## src/rtl/spi_pkg.sv

```systemverilog
// Shared SPI definitions: controller/peripheral state encoding and default word geometry.
package spi_pkg;

   localparam int unsigned DATA_WIDTH_DEF = 8;
   localparam int unsigned CNT_WIDTH_DEF  = 4;

   typedef enum logic {
      IDLE   = 1'b0,
      ACTIVE = 1'b1
   } spi_state_e;

endpackage

```

## src/rtl/spi_if.sv

```systemverilog
// SPI pin bundle plus the local word-transfer handshake of one SPI peripheral.
interface spi_if
   import spi_pkg::*;
#(
   parameter int unsigned DATA_WIDTH = DATA_WIDTH_DEF
) ();

   logic                  sck;
   logic                  cs_n;
   logic                  sdi;
   logic                  sdo;
   logic                  sdo_en;
   logic [DATA_WIDTH-1:0] tx_data;
   logic                  tx_ack;
   logic [DATA_WIDTH-1:0] rx_data;
   logic                  rx_valid;
   logic                  busy;

   modport slave (
      input  sck, cs_n, sdi, tx_data,
      output sdo, sdo_en, tx_ack, rx_data, rx_valid, busy
   );

   modport master (
      output sck, cs_n, sdi, tx_data,
      input  sdo, sdo_en, tx_ack, rx_data, rx_valid, busy
   );

endinterface

```

## src/rtl/spi_sync.sv

```systemverilog
// Single-bit 2-flop synchronizer with a third stage for rise/fall pulse detection.
module spi_sync #(
   parameter logic RST_VAL = 1'b0
) (
   input  logic clk,
   input  logic rst,
   input  logic d,
   output logic q,
   output logic rise_c,
   output logic fall_c
);

   logic s1;
   logic s2;
   logic s3;

   always_ff @(posedge clk) begin
      if (rst) begin
         s1 <= RST_VAL;
         s2 <= RST_VAL;
         s3 <= RST_VAL;
      end else begin
         s1 <= d;
         s2 <= s1;
         s3 <= s2;
      end
   end

   assign q      = s2;
   assign rise_c = s2 & ~s3;
   assign fall_c = ~s2 & s3;

endmodule

```

## src/rtl/spi_peripheral.sv

```systemverilog
// Mode-0 SPI peripheral: oversamples sck/cs_n/sdi in the clk domain, MSB-first words,
// back-to-back words within one chip-select frame.
module spi_peripheral
   import spi_pkg::*;
#(
   parameter int unsigned DATA_WIDTH = DATA_WIDTH_DEF,
   parameter int unsigned CNT_WIDTH  = CNT_WIDTH_DEF
) (
   input logic clk,
   input logic rst,
   spi_if.slave bus
);

   localparam logic [CNT_WIDTH-1:0] LAST_BIT = CNT_WIDTH'(DATA_WIDTH - 1);

   logic sck_q, sck_rise_c, sck_fall_c;
   logic cs_q, cs_rise_c, cs_fall_c;
   logic sdi_q, sdi_rise_c, sdi_fall_c;

   spi_sync #(.RST_VAL(1'b0)) u_sync_sck (
      .clk(clk), .rst(rst), .d(bus.sck), .q(sck_q), .rise_c(sck_rise_c), .fall_c(sck_fall_c)
   );
   spi_sync #(.RST_VAL(1'b1)) u_sync_cs (
      .clk(clk), .rst(rst), .d(bus.cs_n), .q(cs_q), .rise_c(cs_rise_c), .fall_c(cs_fall_c)
   );
   spi_sync #(.RST_VAL(1'b0)) u_sync_sdi (
      .clk(clk), .rst(rst), .d(bus.sdi), .q(sdi_q), .rise_c(sdi_rise_c), .fall_c(sdi_fall_c)
   );

   logic unused_sync_c;
   assign unused_sync_c = ^{sck_q, sdi_rise_c, sdi_fall_c};

   spi_state_e            state;
   logic [DATA_WIDTH-1:0] tx_sr;
   logic [DATA_WIDTH-1:0] rx_sr;
   logic [CNT_WIDTH-1:0]  bit_cnt;
   logic                  word_done;
   logic [1:0]            settle;
   logic                  armed;
   logic                  sdo_q;
   logic                  sdo_en_q;
   logic                  tx_ack_q;
   logic [DATA_WIDTH-1:0] rx_data_q;
   logic                  rx_valid_q;
   logic                  busy_q;

   logic [DATA_WIDTH-1:0] tx_shift_c;
   logic [DATA_WIDTH-1:0] rx_shift_c;

   assign tx_shift_c = tx_sr << 1;
   assign rx_shift_c = (rx_sr << 1) | DATA_WIDTH'(sdi_q);

   // armed only once cs_n has been seen high from the pin itself, so a select held
   // low across reset (synchronizer preset to idle) cannot fake a falling edge.
   always_ff @(posedge clk) begin
      if (rst) begin
         state      <= IDLE;
         tx_sr      <= '0;
         rx_sr      <= '0;
         bit_cnt    <= '0;
         word_done  <= 1'b0;
         settle     <= 2'b00;
         armed      <= 1'b0;
         sdo_q      <= 1'b0;
         sdo_en_q   <= 1'b0;
         tx_ack_q   <= 1'b0;
         rx_data_q  <= '0;
         rx_valid_q <= 1'b0;
         busy_q     <= 1'b0;
      end else begin
         tx_ack_q   <= 1'b0;
         rx_valid_q <= 1'b0;
         settle     <= {settle[0], 1'b1};
         if (settle[1] && cs_q) begin
            armed <= 1'b1;
         end

         case (state)
            IDLE: begin
               if (cs_fall_c && armed) begin
                  state     <= ACTIVE;
                  tx_sr     <= bus.tx_data;
                  tx_ack_q  <= 1'b1;
                  bit_cnt   <= '0;
                  word_done <= 1'b0;
                  sdo_q     <= bus.tx_data[DATA_WIDTH-1];
                  sdo_en_q  <= 1'b1;
                  busy_q    <= 1'b1;
               end
            end

            ACTIVE: begin
               if (sck_rise_c) begin
                  rx_sr <= rx_shift_c;
                  if (bit_cnt == LAST_BIT) begin
                     rx_data_q  <= rx_shift_c;
                     rx_valid_q <= 1'b1;
                     bit_cnt    <= '0;
                     word_done  <= 1'b1;
                  end else begin
                     bit_cnt <= bit_cnt + CNT_WIDTH'(1);
                  end
               end

               // first falling edge after a completed word starts the next word
               if (sck_fall_c) begin
                  if (word_done) begin
                     tx_sr     <= bus.tx_data;
                     tx_ack_q  <= 1'b1;
                     sdo_q     <= bus.tx_data[DATA_WIDTH-1];
                     word_done <= 1'b0;
                  end else begin
                     tx_sr <= tx_shift_c;
                     sdo_q <= tx_shift_c[DATA_WIDTH-1];
                  end
               end

               // a word completing on this same cycle still reports above
               if (cs_rise_c) begin
                  state     <= IDLE;
                  sdo_q     <= 1'b0;
                  sdo_en_q  <= 1'b0;
                  busy_q    <= 1'b0;
                  bit_cnt   <= '0;
                  word_done <= 1'b0;
               end
            end

            default: state <= IDLE;
         endcase
      end
   end

   assign bus.sdo      = sdo_q;
   assign bus.sdo_en   = sdo_en_q;
   assign bus.tx_ack   = tx_ack_q;
   assign bus.rx_data  = rx_data_q;
   assign bus.rx_valid = rx_valid_q;
   assign bus.busy     = busy_q;

endmodule

```

## src/flat_wrapper.sv

```systemverilog
// flat-port wrapper written by rule: the top's interface ports become plain ports
module spi_peripheral_flat import spi_pkg::*;
#(
   parameter int unsigned DATA_WIDTH = DATA_WIDTH_DEF,
   parameter int unsigned CNT_WIDTH  = CNT_WIDTH_DEF
)
  (clk, rst, bus_sck, bus_cs_n, bus_sdi, bus_tx_data, bus_sdo, bus_sdo_en, bus_tx_ack, bus_rx_data, bus_rx_valid, bus_busy);
  spi_if #(.DATA_WIDTH(DATA_WIDTH)) bus_i ();
  input logic clk;
  input logic rst;
  input wire logic [$bits(bus_i.sck)-1:0] bus_sck;
  input wire logic [$bits(bus_i.cs_n)-1:0] bus_cs_n;
  input wire logic [$bits(bus_i.sdi)-1:0] bus_sdi;
  input wire logic [$bits(bus_i.tx_data)-1:0] bus_tx_data;
  output wire logic [$bits(bus_i.sdo)-1:0] bus_sdo;
  output wire logic [$bits(bus_i.sdo_en)-1:0] bus_sdo_en;
  output wire logic [$bits(bus_i.tx_ack)-1:0] bus_tx_ack;
  output wire logic [$bits(bus_i.rx_data)-1:0] bus_rx_data;
  output wire logic [$bits(bus_i.rx_valid)-1:0] bus_rx_valid;
  output wire logic [$bits(bus_i.busy)-1:0] bus_busy;
  assign bus_i.sck = bus_sck;
  assign bus_i.cs_n = bus_cs_n;
  assign bus_i.sdi = bus_sdi;
  assign bus_i.tx_data = bus_tx_data;
  assign bus_sdo = bus_i.sdo;
  assign bus_sdo_en = bus_i.sdo_en;
  assign bus_tx_ack = bus_i.tx_ack;
  assign bus_rx_data = bus_i.rx_data;
  assign bus_rx_valid = bus_i.rx_valid;
  assign bus_busy = bus_i.busy;
  spi_peripheral #(.DATA_WIDTH(DATA_WIDTH), .CNT_WIDTH(CNT_WIDTH)) u_core (.clk(clk), .rst(rst), .bus(bus_i));
endmodule
```

## config.mk

```make
export PLATFORM = sky130hd
export DESIGN_NAME = spi_peripheral_flat
export DESIGN_NICKNAME = d
export VERILOG_FILES = /design/src/rtl/spi_pkg.sv /design/src/rtl/spi_if.sv /design/src/rtl/spi_sync.sv /design/src/rtl/spi_peripheral.sv /design/src/flat_wrapper.sv
export SDC_FILE = /design/constraint.sdc
export NUM_CORES = 1
export LEC_CHECK = 0
export BUFFER_PORTS_ARGS = -buffer_cell sky130_fd_sc_hd__buf_2
export CORE_MARGIN = 2
export CORE_UTILIZATION = 45
export DETAILED_ROUTE_END_ITERATION = 7
export PLACE_DENSITY = 0.66
export SKIP_CTS_REPAIR_TIMING = 1
export SKIP_LAST_GASP = 1
export SYNTH_ARGS = -nofsm -noshare
export SYNTH_HDL_FRONTEND = slang
export SYNTH_SLANG_ARGS = --single-unit
```

## constraint.sdc

```tcl
create_clock -name clk -period 3.55 [get_ports clk]
set_input_delay 0.5325 -clock clk [delete_from_list [all_inputs] [get_ports clk]]
set_output_delay 0.5325 -clock clk [all_outputs]
set_load 0.05 [all_outputs]
```

Yosys cells after proc, flatten, opt, wreduce, memory -nomap -nowiden
Cells that the tools add are included.
{"block": "classes", "addsub": 1, "bitwise_logic": 11, "n_mux": 32, "n_eq_ne": 6, "n_reduce_logical": 9}
{"cell": "$mux W7", "count": 3}
{"cell": "$mux W1", "count": 18}
{"cell": "$mux W4", "count": 4}
{"cell": "$pmux W7 S2", "count": 1}
{"cell": "$pmux W1 S2", "count": 5}
{"cell": "$reduce_and A2 Y1", "count": 5}
{"cell": "$or A8 B1 Y8", "count": 1}
{"cell": "$pmux W4 S2", "count": 1}
{"cell": "$ne A2 B1 Y1 const B", "count": 3}
{"cell": "$ne A3 B1 Y1 const B", "count": 2}
{"cell": "$not A1 Y1", "count": 6}
{"cell": "$add A4 B1 Y4 const B", "count": 1}
{"cell": "$and A1 B1 Y1", "count": 4}
{"cell": "$eq A4 B3 Y1 const B", "count": 1}
{"cell": "$reduce_and A3 Y1", "count": 1}
{"cell": "$reduce_or A3 Y1", "count": 1}
{"cell": "$logic_and A1 B1 Y1", "count": 2}
{"block": "totals", "reg_bits": 43, "in_bits": 13, "elab_cells": 80, "output_inout_bits": 13}

Depth between registers and ports, before layout
{"block": "depth", "depth_word": 7, "ltp_mapped": 6, "ltp_nobuf": 5}

Modules after synthesis
Synthesis repeated with hierarchy kept, for this count alone.
{"block": "unflattened", "hier_cells": 192, "hier_area_um2": 1739.2}
{"mod": "spi_peripheral", "area_per_inst_um2": 1463.9, "cells_each": 168, "n_inst": 1, "seq_area_each_um2": 700.7}
{"mod": "spi_sync at u_core.u_sync_sck ...", "area_per_inst_um2": 91.3, "cells_each": 8, "n_inst": 2, "seq_area_each_um2": 60.1}
{"mod": "spi_sync at u_core.u_sync_cs", "area_per_inst_um2": 92.6, "cells_each": 8, "n_inst": 1, "seq_area_each_um2": 60.1}

Worst setup path after synthesis
OpenSTA, ideal clock, no wires.
{"block": "synth_path", "path_type": "reg2out", "startpoint": "register u_core.sdo_en_q (netlist: u_core.bus.sdo_en)", "endpoint": "output bus_sdo_en", "n_path_buf": 1, "path_stages_with_launch": 2, "t_arrival_ps": 927, "slack_ps": 2091, "required_time_ps": 3017, "path_cell_list": "dfxtp_1 -> buf_4"}
{"element": "start, declared", "line": "spi_peripheral.sv:41", "source": "logic sdo_en_q;"}
{"element": "start signal, assigned", "line": "spi_peripheral.sv:65", "source": "sdo_en_q <= 1'b0;"}
{"element": "start signal, assigned", "line": "spi_peripheral.sv:87", "source": "sdo_en_q <= 1'b1;"}
{"element": "start signal, assigned", "line": "spi_peripheral.sv:122", "source": "sdo_en_q <= 1'b0;"}
{"element": "end, declared", "line": "flat_wrapper.sv:16", "source": "output wire logic [$bits(bus_i.sdo_en)-1:0] bus_sdo_en;"}
No word-level cell between the ends.

Worst setup path in the final report
{"block": "layout_path", "startpoint": "register u_core.state", "endpoint": "register u_core.rx_data_q[7] (netlist: u_core.bus.rx_data[7])"}
{"block": "layout_via", "elab_chain_len": 1}
{"element": "start, declared", "line": "spi_peripheral.sv:33", "source": "spi_state_e state;"}
{"element": "start signal, assigned", "line": "spi_peripheral.sv:57", "source": "state <= IDLE;"}
{"element": "start signal, assigned", "line": "spi_peripheral.sv:81", "source": "state <= ACTIVE;"}
{"element": "start signal, assigned", "line": "spi_peripheral.sv:120", "source": "state <= IDLE;"}
{"element": "$reduce_and A3 Y1 (no source line)"}
{"element": "end signal, assigned", "line": "spi_peripheral.sv:96", "source": "rx_data_q <= rx_shift_c;"}
{"element": "end, declared", "line": "spi_peripheral.sv:43", "source": "logic [DATA_WIDTH-1:0] rx_data_q;"}
No other way between the ends.
A chain may end at the register's enable or synchronous reset.

==> metrics.txt <==
worst hold slack=0.412 ns; FF-to-FF path depth=4; Inst Count DP=233; CTS H-tree depth=2; die area=between 4000 and 5000 µm²; chip width=64.9 µm; drt first pass iters=4; min-delay src=u_core.u_sync_cs.s1; critical path depth=4; CTS Sinks=43; Synth area leader=dfxtp_1; Worst path slowest cell=nor2b_1; Tot GR Track Use=16.2%; initial antenna violation count=0; Post-Synthesis Cells=171; share of the synthesized area in the top cell type=51.5%; Crit. Startpoint=u_core.state; Peak VDD IR=0.241 mV; hold path depth=1; CTS tree=done; crit path to=u_core.bus.rx_data[7]; min cycle time layout=2.19 ns; critical path arrival=2.34 ns; WP buf/inv=0; Vias=1265; worst path cell trace=nand3b_2, nor2b_1, mux2i_1, nor2_1; Critical R2R Launch=u_core.state; CP Capture Type=flop; Pwr per Cell Area=458 nW/µm²; Starting Density=46.3%; vias in the first global route=about 1200; R2R setup slack=1.36 ns; FF/Latch Area=861 µm²; fill count=340; Max-cap violations=0; CTS root buffer=clkbuf_8; Nets=roughly 210; Hold WC Path Type=flop to flop; CTS Buf Count=5; DP Wirelength=between 2 and 2.5 mm; Avg Cell Area, Syn=9.77 µm²; cell area after synthesis=1670 µm²; Syn Nets=185; Final TNS setup=0 ns; count of final max-slew check failures=0; Die Span Y=between 60 and 70 µm; first-pass GRT wire length=approximately 5.2 mm; # diodes=0; Final Hold Fails=0; synth top area cells=dfxtp_1, mux2i_1, nor2_1; leakage=0.794 nW; r2r endpoint=u_core.bus.rx_data[7]; Netlist cell types=35; share of cells above drive strength 1=20.2%; Max Root-Sink Buffers=2; drt initial violations=20; Critical Path Fanout Max=18; fmax=457 MHz; Clock transition at path regs=0.08 ns; relative slew slack=between 40% and 50%; Post-DRT Antenna Nets=0; placer congestion estimate=~0.86; Total Wirelength=3.09 mm; sequential area share after synthesis=51.5%; WS Path Type=flop to flop; Placeable Area=3610 µm²; status=complete, no violations; largest net degree at the start of global routing=37; RSZ-0062 raised after global routing=false; IO Pins=26; Req. time, crit path=3.70 ns; commonest cells after routing, fill and taps aside=dfxtp_1, buf_2, nor2_1; Top Family by Delay on Critical Path=simple AND/OR/NAND/NOR gates; Syn. warnings=0; overflow left after global routing=0; wire length per cell=12.8 µm; critical path launch point type=flop; Slew @ Worst Pin=0.879 ns; Via-to-Cell Ratio=5.25; port bufs=25; Tcrit/Tclk final=approximately three fifths; final clock skew=0.00644 ns; Site Rows=22; Synth Register Bits=43; crit-path max cell delay=approximately 0.75 ns; Post-Layout Cell Count=241; Residual DRC=0; Area Overhead vs Synth=13.0%; leading cell type in the layout, fill and taps excluded=dfxtp_1; worst-skew pair later-pin latency=0.29 ns; Final Setup Violations=0; multi-input logic area=733 µm²
-- layer usage --
layer	GRT usage [%]	vias to the layer above	wire, µm
li1	-	629	-
met1	17.9	607	1340
met2	28.4	23	1590
met3	5.73	6	103
met4	5.85	0	63
met5	0	-	0
-- how the worst min path moves through the flow --
stage,endpoint
after floorplan,u_core.u_sync_cs.q
after global placement,u_core.u_sync_cs.q
after detailed placement,u_core.u_sync_cs.q
after CTS,u_core.u_sync_cs.q
after global routing,u_core.u_sync_cs.s1
final,u_core.u_sync_cs.q
-- synthesized netlist by cell type (all sizes together) --
library cell and count:
o22a 1, o21ai 6, ha 1, nand2b 2
nor2 20, and2b 1, or3 1, a211o 1
nor2b 9, and2 2, and3 4, nand3 9
a31oi 1, nor3b 1, nor3 2, buf 7
and3b 2, clkbuf 4, a22o 2, or2 3
a222oi 1, nand3b 1, a21o 1, nand2 11
o21bai 1, dfxtp 43, a21oi 9, a211oi 7
mux2i 15, and4bb 1, inv 2
-- where the power goes --
group,leakage (nW),total [W],internal [W],switching [W]
Combinational,0.393,0.0000375,0.0000158,0.0000217
Sequential,0.349,0.000496,0.000490,0.00000543
Clock,0.0515,0.000331,0.000177,0.000154
Total,0.794,0.000864,0.000683,0.000181
-- state kept, by name, summed over array words and instances, names as in the netlist --
signal and count:
u_core.bus.rx_data 8, u_core.rx_sr 7, u_core.tx_sr 7, u_core.bit_cnt 4, u_core.settle 2, u_core.armed 1
u_core.bus.rx_valid 1, u_core.bus.sdo 1, u_core.bus.sdo_en 1, u_core.bus.tx_ack 1, u_core.state 1, u_core.u_sync_cs.q 1
u_core.u_sync_cs.s1 1, u_core.u_sync_cs.s3 1, u_core.u_sync_sck.q 1, u_core.u_sync_sck.s1 1, u_core.u_sync_sck.s3 1, u_core.u_sync_sdi.q 1
u_core.u_sync_sdi.s1 1, u_core.word_done 1
-- through the flow --
step	utilization (%)	setup WS (ns)	total power, W	area, µm²
floorplan	-	2.09	0.000534	1670
global placement	49.5	1.53	0.000543	1790
detailed placement	49.5	1.42	0.000545	1790
CTS	52.3	1.39	0.000870	1890
global route	52.3	1.11	0.000899	1890
finish	52.3	1.36	0.000864	1890
-- cell families after synthesis --
kind of cell               synth area share [%]
muxes                                      8.99
DFF                                        51.5
adders and majority gates                 0.749
AOI/OAI and AO/OA                          12.1
and+or+nand+nor                            22.1
buffers and inverters                      4.57
-- cell type report --
class / instances / area share (%)
clock buffers: 8 / 5.31
inverters: 2 / 0.398
repair buffers: 25 / 6.63
well taps: 48 / 3.18
multi-input cells: 115 / 38.9
flip-flops and latches: 43 / 45.6
Note: power is estimated with default switching activity, not from simulation.
